## config.mk

```make
export PLATFORM = sky130hd
export DESIGN_NAME = regfile_access_ctrl
export DESIGN_NICKNAME = d
export VERILOG_FILES = /design/src/rtl/regfile_pkg.sv /design/src/rtl/regfile_bypass.sv /design/src/rtl/regfile_access_ctrl.sv
export SDC_FILE = /design/constraint.sdc
export NUM_CORES = 1
export LEC_CHECK = 0
export ABC_CLOCK_PERIOD_IN_PS = 2200
export CAP_MARGIN = 20
export CORE_AREA = 2 2 128 155
export DETAILED_ROUTE_END_ITERATION = 7
export DIE_AREA = 0 0 130 157
export GPL_TIMING_DRIVEN = 0
export PLACE_DENSITY_LB_ADDON = 0.08
export SLEW_MARGIN = 20
export SYNTH_ARGS = -nofsm -noshare
export SYNTH_HDL_FRONTEND = slang
export SYNTH_SLANG_ARGS = --single-unit
```

## constraint.sdc

```tcl
create_clock -name clk -period 2.2 [get_ports clk]
set_clock_uncertainty 0.05 [all_clocks]
set_input_delay 0.44 -clock clk [delete_from_list [all_inputs] [get_ports clk]]
set_output_delay 0.44 -clock clk [all_outputs]
set_load 0.01 [all_outputs]
```

## src/rtl/regfile_pkg.sv

```systemverilog
// Shared defaults and FSM state encoding for the register-file access controller.
// The states are plain localparams so the encoding stays fixed.
package regfile_pkg;

  localparam int DATA_W_DEF = 32;
  localparam int ADDR_W_DEF = 5;

  typedef logic [1:0] state_t;

  localparam state_t ST_IDLE  = 2'd0;
  localparam state_t ST_FETCH = 2'd1;
  localparam state_t ST_VALID = 2'd2;

endpackage

```

## src/rtl/regfile_bypass.sv

```systemverilog
// Per-operand bypass detect: flags a writeback to the same index in the issue cycle.
// A suppressed write to index 0 never bypasses.
module regfile_bypass
  import regfile_pkg::*;
#(
  parameter int ADDR_W = ADDR_W_DEF
) (
  input  logic [ADDR_W-1:0] rs,
  input  logic              wb_valid,
  input  logic [ADDR_W-1:0] wb_rd,
  input  logic              zero_en,
  output logic              byp
);

  logic wr_eff;

  assign wr_eff = wb_valid & ~(zero_en & (wb_rd == '0));
  assign byp    = wr_eff & (wb_rd == rs);

endmodule

```

## src/rtl/regfile_access_ctrl.sv

```systemverilog
// Initiator-side register-file controller: operand fetch with same-cycle write bypass,
// independent writeback path, and held operands for the execute stage.
module regfile_access_ctrl
  import regfile_pkg::*;
#(
  parameter int DATA_W   = DATA_W_DEF,
  parameter int ADDR_W   = ADDR_W_DEF,
  parameter int ZERO_REG = 1
) (
  input  logic              clk,
  input  logic              rst_n,
  input  logic              req_valid,
  output logic              req_ready,
  input  logic [ADDR_W-1:0] req_rs1,
  input  logic [ADDR_W-1:0] req_rs2,
  output logic              op_valid,
  input  logic              op_ready,
  output logic [DATA_W-1:0] op_a,
  output logic [DATA_W-1:0] op_b,
  input  logic              wb_valid,
  output logic              wb_ready,
  input  logic [ADDR_W-1:0] wb_rd,
  input  logic [DATA_W-1:0] wb_data,
  output logic              rf_en,
  output logic              rf_rd,
  output logic              rf_wr,
  output logic [ADDR_W-1:0] rf_rs1,
  output logic [ADDR_W-1:0] rf_rs2,
  output logic [ADDR_W-1:0] rf_dr,
  output logic [DATA_W-1:0] rf_data_in,
  input  logic [DATA_W-1:0] rf_busa,
  input  logic [DATA_W-1:0] rf_busb
);

  localparam logic ZERO_EN = (ZERO_REG != 0);

  state_t            state_q, state_d;
  logic              byp_a_q, byp_a_d;
  logic              byp_b_q, byp_b_d;
  logic              rs1_zero_q, rs1_zero_d;
  logic              rs2_zero_q, rs2_zero_d;
  logic [DATA_W-1:0] byp_data_q, byp_data_d;
  logic [DATA_W-1:0] op_a_q, op_a_d;
  logic [DATA_W-1:0] op_b_q, op_b_d;
  logic              byp_a, byp_b;
  logic              wr_eff;
  logic              accept;

  regfile_bypass #(.ADDR_W(ADDR_W)) u_byp_a (
    .rs       (req_rs1),
    .wb_valid (wb_valid),
    .wb_rd    (wb_rd),
    .zero_en  (ZERO_EN),
    .byp      (byp_a)
  );

  regfile_bypass #(.ADDR_W(ADDR_W)) u_byp_b (
    .rs       (req_rs2),
    .wb_valid (wb_valid),
    .wb_rd    (wb_rd),
    .zero_en  (ZERO_EN),
    .byp      (byp_b)
  );

  // Strobes are gated by rst_n so nothing reaches the register file while in reset.
  assign wr_eff     = wb_valid & ~(ZERO_EN & (wb_rd == '0));
  assign req_ready  = rst_n & ((state_q == ST_IDLE) | ((state_q == ST_VALID) & op_ready));
  assign accept     = req_valid & req_ready;
  assign rf_rd      = accept;
  assign rf_wr      = rst_n & wr_eff;
  assign rf_en      = rf_rd | rf_wr;
  assign wb_ready   = rst_n;
  assign rf_rs1     = req_rs1;
  assign rf_rs2     = req_rs2;
  assign rf_dr      = wb_rd;
  assign rf_data_in = wb_data;
  assign op_valid   = (state_q == ST_VALID);
  assign op_a       = op_a_q;
  assign op_b       = op_b_q;

  always_comb begin
    state_d    = state_q;
    byp_a_d    = byp_a_q;
    byp_b_d    = byp_b_q;
    rs1_zero_d = rs1_zero_q;
    rs2_zero_d = rs2_zero_q;
    byp_data_d = byp_data_q;
    op_a_d     = op_a_q;
    op_b_d     = op_b_q;

    case (state_q)
      ST_IDLE: begin
        if (accept) state_d = ST_FETCH;
      end
      ST_FETCH: begin
        // Bus carries the pre-write value, so a same-cycle write must come from the bypass.
        state_d = ST_VALID;
        op_a_d  = rs1_zero_q ? '0 : (byp_a_q ? byp_data_q : rf_busa);
        op_b_d  = rs2_zero_q ? '0 : (byp_b_q ? byp_data_q : rf_busb);
      end
      ST_VALID: begin
        if (op_ready) state_d = req_valid ? ST_FETCH : ST_IDLE;
      end
      default: state_d = ST_IDLE;
    endcase

    if (accept) begin
      byp_a_d    = byp_a;
      byp_b_d    = byp_b;
      rs1_zero_d = ZERO_EN & (req_rs1 == '0);
      rs2_zero_d = ZERO_EN & (req_rs2 == '0);
      byp_data_d = wb_data;
    end
  end

  always_ff @(posedge clk or negedge rst_n) begin
    if (!rst_n) begin
      state_q    <= ST_IDLE;
      byp_a_q    <= 1'b0;
      byp_b_q    <= 1'b0;
      rs1_zero_q <= 1'b0;
      rs2_zero_q <= 1'b0;
      op_a_q     <= '0;
      op_b_q     <= '0;
    end else begin
      state_q    <= state_d;
      byp_a_q    <= byp_a_d;
      byp_b_q    <= byp_b_d;
      rs1_zero_q <= rs1_zero_d;
      rs2_zero_q <= rs2_zero_d;
      op_a_q     <= op_a_d;
      op_b_q     <= op_b_d;
    end
  end

  always_ff @(posedge clk) begin
    byp_data_q <= byp_data_d;
  end

endmodule

```

==> flow_summary.rst <==
.. list-table::
   :header-rows: 1

   * - Metric
     - Value
   * - Outcome
     - complete, but fails checks
   * - Violated checks
     - negative hold slack
   * - Clock Pin Slew Worst Setup and Hold Paths
     - 0.07 ns
   * - Nets in the synthesized netlist
     - approximately 520
   * - Slew @ Worst Pin
     - 0.622 ns
   * - Max Root-Sink Buffers
     - 2
   * - Place WS
     - -1.39 ns
   * - Sequential area share after synthesis
     - 0.579
   * - Max incr delay on CP
     - around 0.54 ns
   * - Pin count of the biggest net entering global routing
     - 37
   * - CP most frequent cell
     - sky130_fd_sc_hd__buf_6
   * - TritonCTS clock tree
     - yes
   * - Post-synthesis cell area
     - about 0.0047 mm^2
   * - I/O pin count
     - between 200 and 250
   * - Final net count
     - 776
   * - Class of the most critical setup path
     - in -> out
   * - RR Endpoint
     - byp_data_q[30]
   * - Cell variety after synth
     - 27
   * - Critical path's slowest cell
     - sky130_fd_sc_hd__or4_4
   * - Min Tclk post-route
     - between 2 and 2.5 ns
   * - Count of clock tree sinks
     - around 100
   * - Initial standard-cell utilization of the core
     - 0.249
   * - Port Buffers
     - 232
   * - Most common library cell in the layout ignoring fill and taps
     - sky130_fd_sc_hd__clkdlybuf4s50_1
   * - Total global routing track utilization
     - 0.159
   * - Final routed DRC violation total
     - 0
   * - Worst setup SP type
     - primary input
   * - Wire length of the first global-routing pass
     - 23700 um
   * - Number of warnings printed during yosys synthesis
     - 0
   * - Synth-to-Final Area Change
     - 66.0%
   * - Leftover overflow at the end of global routing
     - 0
   * - Iteration-0 DRC count of the detailed router
     - 97
   * - Floorplan row count
     - 55
   * - Via count of the first global-routing pass
     - between 3000 and 4000
   * - Final estimated routing congestion in global placement
     - approximately 0.75
   * - TritonRoute pass-1 iters
     - 5
   * - Count of mapped cells out of synthesis
     - a little over 400
   * - Required time of the worst setup path
     - approximately 1.7 ns
   * - CP Depth
     - 7
   * - Post-route antenna net violation count
     - 0
   * - Capturing element type of the critical path
     - output port
   * - Reg2Reg Setup Slack
     - roughly 0.23 ns
   * - Fin crit share
     - 0.980
   * - Total Wirelength
     - 16000 um
   * - Delay-heaviest family, CP
     - simple AND/OR/NAND/NOR gates
   * - Final Hold Fails
     - 4
   * - Final setup margin
     - ~0.044 ns
   * - Cell Pwr Density
     - ~850 mW/mm^2
   * - Final worst hold slack
     - -0.00151 ns
   * - Max-Slew Margin vs Limit
     - 0.585
   * - Number of buffers created by CTS
     - 9
   * - P_leak
     - 3.08 nW
   * - Reported max-cap violation count
     - 0
   * - Unrepaired setup endpoints after global routing
     - false
   * - Worst vdd ir
     - between 400 and 500 uV
   * - Clock root cell
     - sky130_fd_sc_hd__clkbuf_16
   * - Die Span Y
     - between 150 and 200 um
   * - Reg-to-reg startpoint
     - state_q[0]
   * - Critical-path cell list
     - buf_6 -> or4_4 -> o21ai_4 -> buf_6 -> buf_6 -> o21ai_1 -> buf_2
   * - Achievable clock frequency
     - between 400 and 500 MHz
   * - Commonest cells after routing, fill and taps aside
     - sky130_fd_sc_hd__clkdlybuf4s50_1 (221), sky130_fd_sc_hd__dfrtp_1 (70), sky130_fd_sc_hd__nand2_1 (66)
   * - Die Span X
     - 130 um
   * - Worst-case reg-to-reg path depth
     - 5
   * - Final number of setup-violating endpoints
     - 0
   * - Die Area
     - around 0.020 mm^2
   * - Via-to-Cell Ratio
     - around 4.1
   * - Antenna Cells
     - 0
   * - Area of the core
     - roughly 0.019 mm^2
   * - Arrival time worst endpoint
     - 1.67 ns
   * - Maximum level of the CTS H-tree
     - 3
   * - Hold Crit Class
     - in -> async
   * - Number of antenna violations at the first check in global routing
     - 0
   * - HPWL after detailed placement
     - around 11000 um
   * - Average wire per standard cell
     - about 17 um
   * - Biggest fanout along the worst timing path
     - 4
   * - Buffers and inverters on the worst path
     - 4
   * - Fraction of final layout cells sized beyond drive strength 1
     - 0.152
   * - Number of pins exceeding their max-slew limit in the final report
     - 0
   * - Post-synthesis sequential element count
     - just over 100
   * - Mean instance size in the synthesized netlist
     - approximately 12 um^2
   * - Worst skew pair latency
     - roughly 0.35 ns
   * - Vias
     - approximately 3800
report_power, final:
part / internal, W / switching [W]
registers: 0.00244 / 0.000260
clock network: 0.000975 / 0.000706
logic: 0.00130 / 0.000967
sequential cells by signal, summed over array words and instances (netlist names):
name        cells
op_a           32
state_q         2
rs2_zero_q      1
byp_data_q     32
byp_b_q         1
byp_a_q         1
op_b           32
rs1_zero_q      1
area by class of cell:
type / instances / area (um^2)
inverter: 2 / 11.3
timing repair inverter: 1 / 7.51
buffer: 69 / 448
sequential: 102 / 2710
clock buffer: 13 / 270
timing repair buffer: 243 / 2440
multi-input combinational: 232 / 1530
fill: 1865 / 11000
tap: 256 / 320
clock inverter: 3 / 42.5
Yosys cell counts, drive strengths merged:
master | number | area, um^2
buf | 59 | 412
xnor2 | 10 | 87.6
nor3 | 1 | 5.00
or4 | 3 | 22.5
or2b | 1 | 7.51
or3 | 1 | 6.26
mux2i | 65 | 651
nand3 | 2 | 10.0
nor2 | 4 | 15.0
nand2b | 2 | 20.0
nor2b | 2 | 20.0
o21ai | 67 | 339
mux2 | 2 | 22.5
dfrtp | 70 | 1750
nand2 | 66 | 248
clkbuf | 11 | 41.3
o31ai | 2 | 15.0
o41ai | 2 | 32.5
or2 | 2 | 12.5
edfxtp | 32 | 961
inv | 2 | 7.51
cell families after synthesis:
group,after synthesis,synth area share
compound gates,71,0.0825
xor+xnor,10,0.0187
buf+inv,72,0.0982
flops,102,0.579
mux,67,0.144
simple gates,84,0.0782
worst max-delay path by stage:
| stage | startpoint | to | slack, ns |
|---|---|---|---|
| finish | wb_rd[2] | rf_en | 0.04 |
| global route | wb_data[5] | rf_data_in[5] | 0.02 |
| global placement | rst_n | rf_rd | -4.49 |
| CTS | state_q[0] | rf_en | 0.02 |
| floorplan | rst_n | rf_rd | 0.31 |
| detailed placement | rst_n | rf_rd | -1.39 |
metal layers:
layer | up-vias | GRT usage | wire length [um]
li1 | 1861 | - | -
met1 | 1812 | 0.192 | 6570
met2 | 133 | 0.277 | 8260
met3 | 11 | 0.0421 | 979
met4 | 0 | 0.0451 | 221
met5 | - | 0 | 0
metrics by stage:
step                      instance area, um^2  power, W  TNS [ns]  instances   util
after floorplan                          4690   0.00348         0        406      -
after global placement                   7330   0.00499   -305.74        894  0.390
after detailed placement                 7350   0.00502    -24.82        895  0.391
after CTS                                7790   0.00677         0        922  0.415
after global routing                     7780   0.00703         0        921  0.414
final                                    7780   0.00664         0        921  0.414
timing repair:
item                                   4_1_cts  5_1_grt
gates resized for setup                     48        0
setup endpoints to repair                   37        1
endpoints found under the hold margin       34        0
setup buffers                               10        0
gates cloned                                 1        0
pin swaps                                    3        1
hold buffers                                 1        0
Note: power is estimated with default switching activity, not from simulation.
